## config.mk

```make
export PLATFORM = sky130hd
export DESIGN_NAME = gpio_in_filter
export DESIGN_NICKNAME = d
export VERILOG_FILES = /design/src/rtl/gpio_in_filter_pkg.sv /design/src/rtl/gpio_in_filter_pin.sv /design/src/rtl/gpio_in_filter.sv
export SDC_FILE = /design/constraint.sdc
export NUM_CORES = 1
export LEC_CHECK = 0
export CORE_MARGIN = 3
export CORE_UTILIZATION = 59
export DETAILED_ROUTE_END_ITERATION = 12
export PLACE_DENSITY = 0.79
export SETUP_SLACK_MARGIN = 0.4
export SLEW_MARGIN = 30
export SYNTH_ARGS = -nofsm -noshare
export SYNTH_HDL_FRONTEND = slang
export SYNTH_SLANG_ARGS = --single-unit
```

## constraint.sdc

```tcl
create_clock -name clk -period 5.4 [get_ports clk]
set_input_delay 0.81 -clock clk [delete_from_list [all_inputs] [get_ports clk]]
set_output_delay 0.81 -clock clk [all_outputs]
set_load 0.01 [all_outputs]
```

## src/rtl/gpio_in_filter_pkg.sv

```systemverilog
// Shared GPIO input-filter definitions: pin count, debounce counter width and
// the filter configuration payload.
package gpio_in_filter_pkg;

  localparam int unsigned GPIO_NUM_PINS = 8;
  localparam int unsigned GPIO_DB_CNT_W = 16;

  // Per-block filter configuration as carried from the register block.
  typedef struct packed {
    logic [GPIO_NUM_PINS-1:0] db_en;
    logic [GPIO_DB_CNT_W-1:0] db_limit;
  } type_gpio_filt_cfg_s;

endpackage : gpio_in_filter_pkg

```

## src/rtl/gpio_in_filter_pin.sv

```systemverilog
// Single-pin input conditioner: 2-flop synchroniser, debounce counter and
// registered level / edge outputs.
// Optional feature: GPIO_EDGE_DET_EN builds the rise/fall pulse registers;
// otherwise rise_o/fall_o are tied low.
module gpio_in_filter_pin
  import gpio_in_filter_pkg::*;
#(
  parameter int unsigned DB_CNT_W = GPIO_DB_CNT_W
) (
  input  logic                clk,
  input  logic                rst_n,
  input  logic                pad_i,
  input  logic                db_en_i,
  input  logic [DB_CNT_W-1:0] db_limit_i,
  output logic                pin_o,
  output logic                rise_o,
  output logic                fall_o
);

  // One extra bit so cnt+1 can never wrap before the compare.
  localparam int unsigned CntExtW = DB_CNT_W + 1;

  logic                s1_q;
  logic                s2_q;
  logic [DB_CNT_W-1:0] cnt_q;
  logic [DB_CNT_W-1:0] cnt_d;
  logic                pin_q;
  logic                pin_d;
  logic [CntExtW-1:0]  cnt_inc;
  logic                bypass;

  // Synchroniser; s2_q is the only pad-derived value used downstream.
  always_ff @(posedge clk or negedge rst_n) begin
    if (!rst_n) begin
      s1_q <= 1'b0;
      s2_q <= 1'b0;
    end else begin
      s1_q <= pad_i;
      s2_q <= s1_q;
    end
  end

  // Debounce decision: follow s2 directly in bypass, else require db_limit_i
  // consecutive mismatching cycles before committing.
  always_comb begin
    pin_d   = pin_q;
    cnt_d   = '0;
    cnt_inc = {1'b0, cnt_q} + CntExtW'(1);
    bypass  = !db_en_i || (db_limit_i == '0);
    if (bypass) begin
      pin_d = s2_q;
    end else if (s2_q != pin_q) begin
      if (cnt_inc >= {1'b0, db_limit_i}) begin
        pin_d = s2_q;
      end else begin
        cnt_d = cnt_inc[DB_CNT_W-1:0];
      end
    end
  end

  // Counter and filtered level registers.
  always_ff @(posedge clk or negedge rst_n) begin
    if (!rst_n) begin
      cnt_q <= '0;
      pin_q <= 1'b0;
    end else begin
      cnt_q <= cnt_d;
      pin_q <= pin_d;
    end
  end

  assign pin_o = pin_q;

`ifdef GPIO_EDGE_DET_EN
  logic rise_q;
  logic fall_q;

  // Edge pulses registered alongside pin_q so they align with the new level.
  always_ff @(posedge clk or negedge rst_n) begin
    if (!rst_n) begin
      rise_q <= 1'b0;
      fall_q <= 1'b0;
    end else begin
      rise_q <= pin_d & ~pin_q;
      fall_q <= ~pin_d & pin_q;
    end
  end

  assign rise_o = rise_q;
  assign fall_o = fall_q;
`else
  assign rise_o = 1'b0;
  assign fall_o = 1'b0;
`endif

endmodule : gpio_in_filter_pin

```

## src/rtl/gpio_in_filter.sv

```systemverilog
// GPIO pad input conditioning: one synchronise/debounce/edge stage per pin.
// Optional feature: GPIO_EDGE_DET_EN enables rise_o/fall_o pulses; without it
// those ports are present but constant zero.
module gpio_in_filter
  import gpio_in_filter_pkg::*;
#(
  parameter int unsigned NUM_PINS = GPIO_NUM_PINS,
  parameter int unsigned DB_CNT_W = GPIO_DB_CNT_W
) (
  input  logic                clk,
  input  logic                rst_n,
  input  logic [NUM_PINS-1:0] pad_i,
  input  logic [NUM_PINS-1:0] db_en_i,
  input  logic [DB_CNT_W-1:0] db_limit_i,
  output logic [NUM_PINS-1:0] pin_o,
  output logic [NUM_PINS-1:0] rise_o,
  output logic [NUM_PINS-1:0] fall_o
);

  // Independent filter per pin; only db_limit_i is shared.
  for (genvar gi = 0; gi < NUM_PINS; gi++) begin : g_pin
    gpio_in_filter_pin #(
      .DB_CNT_W (DB_CNT_W)
    ) u_pin (
      .clk        (clk),
      .rst_n      (rst_n),
      .pad_i      (pad_i[gi]),
      .db_en_i    (db_en_i[gi]),
      .db_limit_i (db_limit_i),
      .pin_o      (pin_o[gi]),
      .rise_o     (rise_o[gi]),
      .fall_o     (fall_o[gi])
    );
  end

endmodule : gpio_in_filter

```

Yosys cells after proc, flatten, opt, wreduce, memory -nomap -nowiden. Index checks and enable logic that the tools add are counted. W data, S select, Z words.

Add/sub/neg operators: 8. Order comparisons: 8. Equality and inequality tests: 8. Mux-type cells: 48. Reduce and logical (&&, ||, !) cells: 41.

Operators by type and width (number): $mux W16 (24); $add A16 B1 Y17 const B (8); $ge A17 B16 Y1 (8); $reduce_bool A2 Y1 (16); $mux W1 (24); $logic_not A16 Y1 (1); $reduce_and A2 Y1 (8); $logic_not A1 Y1 (8); $logic_or A1 B1 Y1 (8); $ne A1 B1 Y1 (8).

Register bits: 152. Bits of input ports: 34. Output and inout bits: 24. Logic and storage cells: 145.

Logic depth before layout (Yosys ltp).
Depth in word-level cells: 5. Depth in mapped cells: 12.

By module. From an unflattened synthesis, not the netlist that was laid out.

Cell total of the unflattened synthesis: 1168. Area, all modules: 10930.5 µm².

By module, submodules not included: gpio_in_filter_pin (times used 8, cells an instance 146, area an instance 1366.3 µm²).

Worst setup path before layout. No wires, ideal clock.

Path kind: register to register. Start point: register g_pin[7].u_pin.cnt_q[0]. End point: register g_pin[7].u_pin.cnt_q[11]. Setup time: 0.073 ns. Arrival: 2.956 ns. Data required time: 5.327 ns. Path slack: 2.371 ns. Cell stages (with the launch flop): 12. Path buffers: 1. Path through: dfrtp_1 > ha_1 > nand3_1 > or4_2 > xnor2_1 > ha_1 > and2_0 > a221o_1 > a32oi_1 > o2111ai_2 > buf_4 > nor2b_1.

Longest elaborated chain between the ends: 5.

RTL lines: start, declared (line gpio_in_filter_pin.sv:25) `logic [DB_CNT_W-1:0] cnt_q;`; start signal, assigned (line gpio_in_filter_pin.sv:67) `cnt_q <= cnt_d;`; $add A16 B1 Y17 (*) (line gpio_in_filter_pin.sv:48) `cnt_inc = {1'b0, cnt_q} + CntExtW'(1);`; $ge A17 B16 Y1 (line gpio_in_filter_pin.sv:53) `if (cnt_inc >= {1'b0, db_limit_i}) begin`; $mux W16 (*) (line gpio_in_filter_pin.sv:53); $mux W16 (*) (line gpio_in_filter_pin.sv:52) `end else if (s2_q != pin_q) begin`; $mux W16 (*) (line gpio_in_filter_pin.sv:50) `if (bypass) begin`; via g_pin[7].u_pin.cnt_d[11] (line gpio_in_filter_pin.sv:26) `logic [DB_CNT_W-1:0] cnt_d;`.

The timed path passes the listed nets; every way through them passes the cells marked *. A chain may end at the register's enable or synchronous reset.

Final worst setup path.
Start point: register g_pin[7].u_pin.cnt_q[0]. End point: register g_pin[7].u_pin.cnt_q[5].

Same word-level chain as after synthesis.

==> flow_metrics.py <==
metrics = {
    "sta": {
        "worst_slew_pin_slew_ns": 0.937,
        "finalMaxSlewViolations": 0,
        "fin_crit_sh_pct": 66.1,
        "fin_worst_skew_ns": 0.00783,
        "fmax_mhz": 280,
        "max_slew_margin_pct": 37.0,
        "rsz0062_at_grt": "no",
        "tns_ns": 0,
        "hold_violations": 0,
        "setup_viol_count_final": 0,
        "finalWorstPathRequiredPeriod_ns": 3.57,
    },
    "min_path": {
        "holdCritPathClass": "in2async",
    },
    "cells_and_area": {
        "fillers": 1259,
        "fin_util_pct": 68.6,
        "drive_gt1_share_pct": 6.18,
        "nNetsFinal": 1275,
        "final-seq-area_sq_um": 3800,
        "area_delta_synth_final_pct": 11.6,
        "antenna_cells": 0,
        "multi_input_area_sq_um": 6170,
    },
    "setup_path": {
        "slowest_delay_ns": 0.64,
        "required_ns": 5.75,
        "critPathKind": "reg2reg",
        "slowest_stage": "or4_2",
        "crit_fanout": 16,
        "crit_chain": "ha_1 -> nand3_1 -> or4_2 -> xnor2_1 -> ha_1 -> and2_0 -> a221o_1 -> a32oi_1 -> o2111ai_2 -> nor2b_1",
        "cp_data_arrival_time_ns": 3.92,
        "cp-end-kind": "flop",
        "start_kind": "flop",
        "critical_path.most_common_cell": "ha_1",
        "path_buf_inv": 0,
        "critical-path-top-delay-family": "simple AND/OR/NAND/NOR gates",
    },
    "clock_tree": {
        "clockBufferDepth": 2,
        "numCtsBuffers": 17,
        "post_cts_resized": 0,
        "cts-root-buf": "clkbuf_16",
        "htreeDepth": 4,
        "clkTransAtPathRegs_ns": 0.07,
        "cts_sinks": 152,
        "hold_buffers": 0,
        "clock_latency_ns": 0.43,
        "cts_setup_buffers": 0,
        "cts_tree": "built",
    },
    "floorplan": {
        "die_h_um": 139,
        "io_pins": 58,
        "rows": 47,
        "dieArea_sq_um": 19200,
        "chipWidth_um": 139,
        "core_sq_um": 16900,
        "initial_utilization_pct": 61.5,
    },
    "yosys": {
        "synthSimpleGateAreaFrac_pct": 23.3,
        "ys_ff_latch": 152,
        "synth_ff_type": "dfrtp_1",
        "synth_compound_area_share_pct": 8.29,
        "synth_edf_count": 0,
        "synth_top_area_cell": "dfrtp_1",
        "synthTopCellsByArea": "dfrtp_1 (37%), ha_1 (16%), xnor2_1 (6.0%)",
        "synth_commonest_cells": "dfrtp_1 (152), ha_1 (136), xnor2_1 (71)",
        "yosysWarnings": 0,
        "syn_area_per_cell_sq_um": 9.79,
        "yosysMostFrequentCell": "dfrtp_1",
        "synth_mux_area_share_pct": 0.736,
        "synth.distinct_cells": 69,
        "syn_area_sq_um": 10400,
        "synthAdderAreaFrac_pct": 16.4,
        "synth_top_area_share_pct": 36.7,
        "synthArstFlopShare_pct": 100,
        "synthXorXnorAreaFrac_pct": 10.1,
        "synth-seq-area-share_pct": 36.7,
        "syn-instance-count": 1060,
        "synth_top_family_by_area": "simple AND/OR/NAND/NOR gates",
    },
    "power": {
        "leakage_nw": 5.47,
        "p_total_mw": 2.83,
        "pwr_density_cell_nw_per_um2": 244,
        "ir_drop_mv": 0.296,
    },
    "placed_design": {
        "dp_hpwl_mm": 17.5,
        "gp_congestion": 0.889,
        "numPortBuffers": 41,
    },
    "drt": {
        "wl_mm": 25.0,
        "ant_nets": 0,
        "vias": 8128,
        "viasPerCell": 6.08,
        "drc": 0,
        "firstDrtPassIters": 5,
        "drt_iter0_markers": 459,
        "wl_per_cell_um": 18.7,
    },
    "flow_run": {
        "max_cap_viol_count": 0,
    },
    "global_route": {
        "gr-usage-all-layers_pct": 26.3,
        "antenna_found_initial": 0,
        "grt_first_pass_wirelength_mm": 41.0,
        "gr-total-overflow": 0,
        "grt_max_degree": 54,
        "grt_pass1_vias": 8279,
    },
    "run_status": {
        "status": "complete, no violations",
    },
}
==> flip-flops by register name, summed over array words and instances (netlist names) <==
name and cells:
g_pin.u_pin.s2_q 8, g_pin.u_pin.pin_o 8, g_pin.u_pin.cnt_q 128, g_pin.u_pin.s1_q 8
==> cells in the final DEF, fill, tap and decap left out, types with 5 or more instances in the layout <==
master             n
mux2_2             5
o21ai_0           31
a21oi_1           31
nor2b_1           69
nand2b_1           5
a211oi_1          11
nand2_1           58
nand4_1           45
clkbuf_16         17
xor2_1            49
nand3_1           61
dfrtp_1          152
and2b_1            5
nor3b_1           30
clkdlybuf4s50_1   40
o211ai_1           5
bufinv_16          6
conb_1            16
buf_4              7
ha_1             136
inv_1             54
and4_1             6
nor3_1            36
and3_1            16
xnor2_1           71
a21o_1             7
nor4_1            18
nor2_1            49
==> power by group <==
| group | internal (mW) | switching, mW |
|---|---|---|
| logic | 0.104 | 0.179 |
| registers | 1.16 | 0.0247 |
| clock network | 0.864 | 0.492 |
| total | 2.13 | 0.695 |
==> area by class of cell <==
type / instances / area share (%)
multi-input cells: 832 / 53.3
flip-flops and latches: 152 / 32.9
repair buffers: 48 / 4.01
clock buffers: 18 / 3.71
well taps: 220 / 2.38
clock inverters: 13 / 1.96
inverters: 54 / 1.75
==> cells by family after synthesis <==
| family | Yosys count |
|---|---|
| xor gates and xnor gates | 120 |
| AOI/OAI and AO/OA | 125 |
| adders and majority gates | 136 |
| muxes | 7 |
| and+or+nand+nor | 428 |
| buffers and inverters | 91 |
| DFF | 152 |
| other | 1 |
==> routing by layer <==
layer / wire [um] / share of wire (%) / track usage (%)
met2: 12400 / 49 / 44.0
met4: 733 / 2.9 / 9.88
met5: 0 / 0 / 0
met1: 10800 / 43 / 33.8
met3: 1060 / 4.2 / 5.31
==> through the flow <==
stage	cells	setup slack (ns)	area, sq um	hold WS, ns
floorplan	1075	2.37	10400	0.331
global placement	1306	1.34	10900	0.332
detailed placement	1306	1.56	10900	0.337
CTS	1337	1.88	11600	0.339
global route	1337	1.58	11600	0.354
finish	1337	1.83	11600	0.314
==> worst paths after layout <==
kind | from | endpoint | slack, ns | cells after the start
worst min-delay path | rst_n | g_pin[4].u_pin.cnt_q[14] | 0.31 | 1
worst max-delay path | g_pin[7].u_pin.cnt_q[0] | g_pin[7].u_pin.cnt_q[5] | 1.83 | 10
worst max register to register | g_pin[7].u_pin.cnt_q[0] | g_pin[7].u_pin.cnt_q[5] | 1.83 | 10
max in group asynchronous | rst_n | g_pin[3].u_pin.cnt_q[12] | 4.04 | 2
min in group clk | g_pin[7].u_pin.s1_q | g_pin[7].u_pin.s2_q | 0.35 | 0
worst min register to register | g_pin[7].u_pin.s1_q | g_pin[7].u_pin.s2_q | 0.35 | 0
(Power assumes the default switching activity.)
